## config.mk

```make
export PLATFORM = sky130hd
export DESIGN_NAME = buffer_word_streamer_flat
export DESIGN_NICKNAME = d
export VERILOG_FILES = /design/src/rtl/buffer_pkg.sv /design/src/rtl/buffer_word_streamer_if.sv /design/src/rtl/word_byte_serializer.sv /design/src/rtl/buffer_word_streamer.sv /design/src/flat_wrapper.sv
export SDC_FILE = /design/constraint.sdc
export NUM_CORES = 1
export LEC_CHECK = 0
export CAP_MARGIN = 20
export CORE_MARGIN = 3
export CORE_UTILIZATION = 25
export CTS_CLUSTER_DIAMETER = 30
export DETAILED_ROUTE_END_ITERATION = 12
export PLACE_DENSITY = 0.41
export SLEW_MARGIN = 5
export SYNTH_ARGS = -nofsm -noshare
export SYNTH_HDL_FRONTEND = slang
export SYNTH_HIERARCHICAL = 1
export SYNTH_SLANG_ARGS = --single-unit
export TNS_END_PERCENT = 1
```

## constraint.sdc

```tcl
create_clock -name clk -period 3.2 [get_ports clk]
set_clock_uncertainty 0.05 [all_clocks]
set_input_delay 0.48 -clock clk [delete_from_list [all_inputs] [get_ports clk]]
set_output_delay 0.48 -clock clk [all_outputs]
set_load 0.02 [all_outputs]
```

## src/rtl/buffer_pkg.sv

```systemverilog
// Shared sizing, constants and state encoding for the buffer_64bit read-side engine.
package buffer_pkg;

  localparam int unsigned BUFF_DEPTH_DEFAULT = 256;
  localparam int unsigned BYTES_PER_WORD     = 8;

  typedef enum logic [1:0] {
    IDLE,
    RUN,
    DONE
  } state_t;

  function automatic int unsigned word_addr_w(input int unsigned depth);
    return $clog2(depth / BYTES_PER_WORD);
  endfunction

  function automatic int unsigned byte_addr_w(input int unsigned depth);
    return $clog2(depth);
  endfunction

endpackage

```

## src/rtl/buffer_word_streamer_if.sv

```systemverilog
// 8-bit valid/ready byte stream leaving the word streamer.
interface buffer_word_streamer_if;

  logic       m_valid;
  logic       m_ready;
  logic [7:0] m_data;
  logic       m_last;

  modport master (
    output m_valid,
    output m_data,
    output m_last,
    input  m_ready
  );

  modport slave (
    input  m_valid,
    input  m_data,
    input  m_last,
    output m_ready
  );

endinterface

```

## src/rtl/word_byte_serializer.sv

```systemverilog
// Holds one 64-bit word and presents it LSB-first as a valid/ready byte stream.
module word_byte_serializer (
  input  logic                          clk,
  input  logic                          rst_n,
  input  logic                          load,
  input  logic [63:0]                   load_word,
  input  logic                          load_last,
  output logic                          can_load,
  output logic                          last_xfer,
  buffer_word_streamer_if.master        m_if
);

  logic [63:0] word_q;
  logic [2:0]  idx;
  logic        full;
  logic        last_q;
  logic        fire;

  assign fire        = full && m_if.m_ready;
  // A new word may be loaded on the same edge that retires byte 7.
  assign can_load    = !full || (fire && idx == 3'd7);
  assign m_if.m_valid = full;
  assign m_if.m_data  = word_q[{idx, 3'b000} +: 8];
  assign m_if.m_last  = full && last_q && (idx == 3'd7);
  assign last_xfer   = fire && m_if.m_last;

  always_ff @(posedge clk) begin
    if (!rst_n) begin
      word_q <= '0;
      idx    <= '0;
      full   <= 1'b0;
      last_q <= 1'b0;
    end else if (load) begin
      word_q <= load_word;
      idx    <= '0;
      full   <= 1'b1;
      last_q <= load_last;
    end else if (fire) begin
      idx <= idx + 3'd1;
      if (idx == 3'd7) begin
        full   <= 1'b0;
        last_q <= 1'b0;
      end
    end
  end

endmodule

```

## src/rtl/buffer_word_streamer.sv

```systemverilog
// Fetches a run of 64-bit words from buffer_64bit and streams them out as bytes,
// with a one-word prefetch slot so the stream stays gap-free under full ready.
module buffer_word_streamer
  import buffer_pkg::*;
#(
  parameter int unsigned BuffDepth = BUFF_DEPTH_DEFAULT,
  parameter int unsigned WordAddrW = word_addr_w(BuffDepth),
  parameter int unsigned LenW      = WordAddrW + 1
) (
  input  logic                  clk,
  input  logic                  rst_n,
  input  logic                  start,
  input  logic [WordAddrW-1:0]  base_addr,
  input  logic [LenW-1:0]       num_words,
  output logic                  busy,
  output logic                  done,
  output logic                  buf_read_en,
  output logic                  buf_addr_mode,
  output logic [WordAddrW-1:0]  buf_word_addr,
  input  logic [63:0]           buf_word_in,
  buffer_word_streamer_if.master m_if
);

  state_t               state;
  logic [WordAddrW-1:0] base_q;
  logic [LenW-1:0]      num_q;
  logic [LenW-1:0]      req_cnt;
  logic [LenW-1:0]      ret_cnt;
  logic                 rd_pending;
  logic                 pf_valid;
  logic [63:0]          pf_word;
  logic                 pf_last;

  logic                 ser_can_load;
  logic                 last_xfer;
  logic                 ld;
  logic [63:0]          ld_word;
  logic                 ld_last;
  logic                 cap_last;
  logic                 issue;

  assign buf_addr_mode = 1'b1;

  // rd_pending marks the cycle in which buf_word_in carries the requested word.
  assign cap_last = (ret_cnt == num_q - LenW'(1));
  assign issue    = (state == RUN) && (req_cnt < num_q) && !buf_read_en && !rd_pending
                    && (!pf_valid || ser_can_load);

  always_comb begin
    ld      = 1'b0;
    ld_word = pf_word;
    ld_last = pf_last;
    if (state == RUN && ser_can_load) begin
      if (pf_valid) begin
        ld = 1'b1;
      end else if (rd_pending) begin
        ld      = 1'b1;
        ld_word = buf_word_in;
        ld_last = cap_last;
      end
    end
  end

  always_ff @(posedge clk) begin
    if (!rst_n) begin
      state         <= IDLE;
      busy          <= 1'b0;
      done          <= 1'b0;
      buf_read_en   <= 1'b0;
      buf_word_addr <= '0;
      base_q        <= '0;
      num_q         <= '0;
      req_cnt       <= '0;
      ret_cnt       <= '0;
      rd_pending    <= 1'b0;
      pf_valid      <= 1'b0;
      pf_word       <= '0;
      pf_last       <= 1'b0;
    end else begin
      unique case (state)
        IDLE: begin
          done        <= 1'b0;
          buf_read_en <= 1'b0;
          rd_pending  <= 1'b0;
          pf_valid    <= 1'b0;
          if (start) begin
            busy    <= 1'b1;
            base_q  <= base_addr;
            num_q   <= num_words;
            ret_cnt <= '0;
            if (num_words == '0) begin
              done  <= 1'b1;
              state <= DONE;
            end else begin
              buf_read_en   <= 1'b1;
              buf_word_addr <= base_addr;
              req_cnt       <= LenW'(1);
              state         <= RUN;
            end
          end
        end
        RUN: begin
          rd_pending  <= buf_read_en;
          buf_read_en <= issue;
          if (issue) begin
            buf_word_addr <= base_q + req_cnt[WordAddrW-1:0];
            req_cnt       <= req_cnt + LenW'(1);
          end
          if (rd_pending) ret_cnt <= ret_cnt + LenW'(1);
          // Prefetch slot refills from the returning word as it drains into the serializer.
          if (pf_valid && ser_can_load) begin
            pf_valid <= rd_pending;
            pf_word  <= buf_word_in;
            pf_last  <= cap_last;
          end else if (!pf_valid && rd_pending && !ser_can_load) begin
            pf_valid <= 1'b1;
            pf_word  <= buf_word_in;
            pf_last  <= cap_last;
          end
          if (last_xfer) begin
            done  <= 1'b1;
            state <= DONE;
          end
        end
        DONE: begin
          done        <= 1'b0;
          busy        <= 1'b0;
          buf_read_en <= 1'b0;
          rd_pending  <= 1'b0;
          state       <= IDLE;
        end
        default: state <= IDLE;
      endcase
    end
  end

  word_byte_serializer u_ser (
    .clk       (clk),
    .rst_n     (rst_n),
    .load      (ld),
    .load_word (ld_word),
    .load_last (ld_last),
    .can_load  (ser_can_load),
    .last_xfer (last_xfer),
    .m_if      (m_if)
  );

endmodule

```

## src/flat_wrapper.sv

```systemverilog
// flat-port wrapper written by rule: the top's interface ports become plain ports
module buffer_word_streamer_flat import buffer_pkg::*;
#(
  parameter int unsigned BuffDepth = BUFF_DEPTH_DEFAULT,
  parameter int unsigned WordAddrW = word_addr_w(BuffDepth),
  parameter int unsigned LenW      = WordAddrW + 1
)
  (clk, rst_n, start, base_addr, num_words, busy, done, buf_read_en, buf_addr_mode, buf_word_addr, buf_word_in, m_if_m_valid, m_if_m_data, m_if_m_last, m_if_m_ready);
  buffer_word_streamer_if m_if_i ();
  input  logic clk;
  input  logic rst_n;
  input  logic start;
  input  logic [WordAddrW-1:0] base_addr;
  input  logic [LenW-1:0] num_words;
  output logic busy;
  output logic done;
  output logic buf_read_en;
  output logic buf_addr_mode;
  output logic [WordAddrW-1:0] buf_word_addr;
  input  logic [63:0] buf_word_in;
  output wire logic [$bits(m_if_i.m_valid)-1:0] m_if_m_valid;
  output wire logic [$bits(m_if_i.m_data)-1:0] m_if_m_data;
  output wire logic [$bits(m_if_i.m_last)-1:0] m_if_m_last;
  input wire logic [$bits(m_if_i.m_ready)-1:0] m_if_m_ready;
  assign m_if_m_valid = m_if_i.m_valid;
  assign m_if_m_data = m_if_i.m_data;
  assign m_if_m_last = m_if_i.m_last;
  assign m_if_i.m_ready = m_if_m_ready;
  buffer_word_streamer #(.BuffDepth(BuffDepth), .WordAddrW(WordAddrW), .LenW(LenW)) u_core (.clk(clk), .rst_n(rst_n), .start(start), .base_addr(base_addr), .num_words(num_words), .busy(busy), .done(done), .buf_read_en(buf_read_en), .buf_addr_mode(buf_addr_mode), .buf_word_addr(buf_word_addr), .buf_word_in(buf_word_in), .m_if(m_if_i));
endmodule
```

==> flow_summary.yaml <==
grt:
  grt_pass1_vias: 6199
  overflow: 0
  antenna_found_initial: 0
  grt_max_degree: 54
  grt_pass1_wl_um: 37100
  grt.total_usage_pct: 13.40
final_layout:
  antenna_cells: 0
  syn2layout_area_growth_pct: 24.61
  final_nets: 1065
  final_util_pct: 31.71
  fill_cells: 3464
  drive_gt1_share_pct: 14.39
  final_common_cell: "nand2_1"
  final_cell_mix: "181 x nand2_1, 169 x dfxtp_1, 95 x clkdlybuf4s50_1, 90 x a21oi_1, 73 x mux2_2"
run_status:
  status: "finished clean"
floorplan:
  core-area_um2: 32700
  pin_count: 98
  die_w_um: 188.4
  chipHeight_um: 188.4
  initial_core_util_pct: 25.45
  std_cell_rows: 66
  dieArea_um2: 35510
sta:
  hold_violations: 0
  setup-violations-final: 0
  final.min_clock_period_ns: 3.086
  finalSetupTns_ns: 0
  rsz0062_at_grt: "false"
  layout_setup_ws_ns: 0.1144
  slew_violations: 0
  slew-limit-headroom_pct: 61.00
  hold_ws_ns: 0.4028
  worst_pin_slew_ns: 0.5836
  max_freq_ghz: 0.3241
  finalCritPeriodShare_pct: 96.42
pwr:
  p_switching_uw: 1313
  ir_drop_mv: 0.3610
  power.internal_uw: 3496
  power.total_uw: 4808
  combPwrFrac_pct: 10.5
  powerDensity_nw_per_um2: 463.7
  p_leak_uw: 0.003584
  switching_share_pct: 27.30
  pwr-share-seq_pct: 45.1
  clkPwrFrac_pct: 44.4
clock_tree:
  ctsHoldBuffers: 0
  cts_resized: 0
  cts_setup_buffers: 0
  cts.htree.levels: 4
  cts_tree: "built"
  cts_made_buffers: 17
  ctsLongestPathBuffers: 2
  cts_sinks: 169
  clkLatencyLatePin_ns: 0.43
  root_buffer: "clkbuf_16"
  clk_pin_slew_ns: 0.07
synth:
  synth_cell_type_count: 58
  synth_seq_area_share_pct: 40.66
  synth-async-reset-ratio_pct: 0
  netlist_area_um2: 8322
  synth_nets: 990
  syn_inst: 892
  synth-edff-count: 0
  yosysWarnings: 6
  syn_avg_cell_area_um2: 9.329
  synthFlopType: "dfxtp_1"
  synth-seq-cells: 169
routing:
  route.detailed.drc: 0
  wl_per_cell_um: 16.65
  via_count: 6304
  viasPerCell: 4.433
  maxUsedRoutingLayer: "met4"
  first_iter_violations: 248
  firstDrtPassIters: 4
  wl_um: 23670
  wl_met1_um: 12270
  dr_wl_met2_um: 10680
  ant_nets: 0
  wl_met3_um: 550
place:
  place_congestion: 0.7192
  port-buffer-count: 96
  post-place-ws_ns: 0.4002
  dpl.hpwl_um: 16200
setup_path:
  cp_max_fo: 18
  endpoint_kind: "output pin"
  crit_type: "flip-flop to output pin"
  cp.required_ns: 2.67
  critPathLaunchType: "flip-flop"
  critical_path_arrival_ns: 2.56
worst_hold_path:
  holdCritPathClass: "flip-flop to flip-flop"
job:
  drv_cap: 0
==> worst paths after layout <==
kind	startpoint	endpoint	slack [ns]	depth (start not counted)
setup reg to reg	u_core/u_ser/idx[1]	u_core/pf_word[25]	0.47	11
hold / removal	u_core/pf_word[62]	u_core/pf_word[62]	0.40	2
hold reg to reg	u_core/pf_word[62]	u_core/pf_word[62]	0.40	2
setup / recovery	u_core/u_ser/idx[1]	m_if_m_data[6]	0.11	4
==> flip-flops by register name, summed over array words and instances, names as in the netlist, 3 cells and up <==
register              flops
u_core/pf_word           64
u_core/u_ser/word_q      64
u_core/num_q              6
u_core/req_cnt            6
u_core/ret_cnt            6
u_core/base_q             5
u_core/buf_word_addr      5
u_core/u_ser/idx          3
==> per-layer routing <==
metal	vias to the layer above	GRT usage (%)
met1	2983	19.22
li1	3228	-
met4	0	3.094
met3	11	2.381
met5	-	0
met2	82	21.00
==> critical path: stages (launching register included) <==
cell,delay (ns)
dfxtp_1,0.31
buf_4,0.29
mux4_1,0.64
mux2_2,0.34
clkdlybuf4s50_1,0.55
==> stage by stage <==
stage | std cells | area (um^2)
6_report | 1422 | 10370
5_1_grt | 1422 | 10370
4_1_cts | 1422 | 10370
3_5_place_dp | 1390 | 9771
3_3_place_gp | 1390 | 9771
2_1_floorplan | 892 | 8322
==> cells in the mapped netlist (3+ instances only) <==
cell      count  area [um^2]
xnor2_1       8        70.07
nor3_1        5        25.02
or4_1         3        22.52
mux2i_1      69        690.7
nand4_1       3        18.77
nor2_1       17        63.81
ha_1         18        225.2
inv_1        17        63.81
a31oi_1       3        18.77
o21ai_0      14        70.07
dfxtp_1     169         3383
clkbuf_1     38        142.6
mux4_1       14        367.9
xor2_1        6        52.55
or3_1         3        18.77
a21oi_1      90        450.4
mux2_2       73        822.0
nor2b_1      70        437.9
nand3_1      13        65.06
nand2_1     182        683.2
buf_4         4        30.03
buf_2        14        70.07
o211ai_1      7        52.55
and2_1        4        25.02
==> power groups by stage <==
| stage | logic (uW) | clock network, uW | registers [uW] |
|---|---|---|---|
| floorplan | 261 | 0 | 2220 |
| CTS | 510 | 2210 | 2170 |
| global route | 554 | 2290 | 2180 |
| finish | 504 | 2130 | 2170 |
| global placement | 508 | 0 | 2220 |
| detailed placement | 507 | 0 | 2220 |
==> area by class of cell <==
type	instances	area (um^2)	area share (%)
multi-input cells	645	4598	44.34
flip-flops and latches	169	3383	32.63
repair buffers	116	1169	11.27
well taps	442	553.0	5.333
clock buffers	17	425.4	4.102
clock inverters	15	173.9	1.677
inverters	18	67.56	0.6515
==> logic make-up (layout without fill, tap and decap cells) <==
| kind of cell | count (synthesis) | in the layout | synth area share (%) |
|---|---|---|---|
| AOI/OAI and AO/OA | 136 | 136 | 9.382 |
| xor gates and xnor gates | 14 | 14 | 1.473 |
| adders and majority gates | 19 | 19 | 2.947 |
| buffers and inverters | 78 | 166 | 4.225 |
| DFF | 169 | 169 | 40.66 |
| muxes | 159 | 159 | 23.32 |
| other | 1 | 1 | 0.04506 |
| and+or+nand+nor | 316 | 316 | 17.95 |
Note: power is estimated with default switching activity, not from simulation.
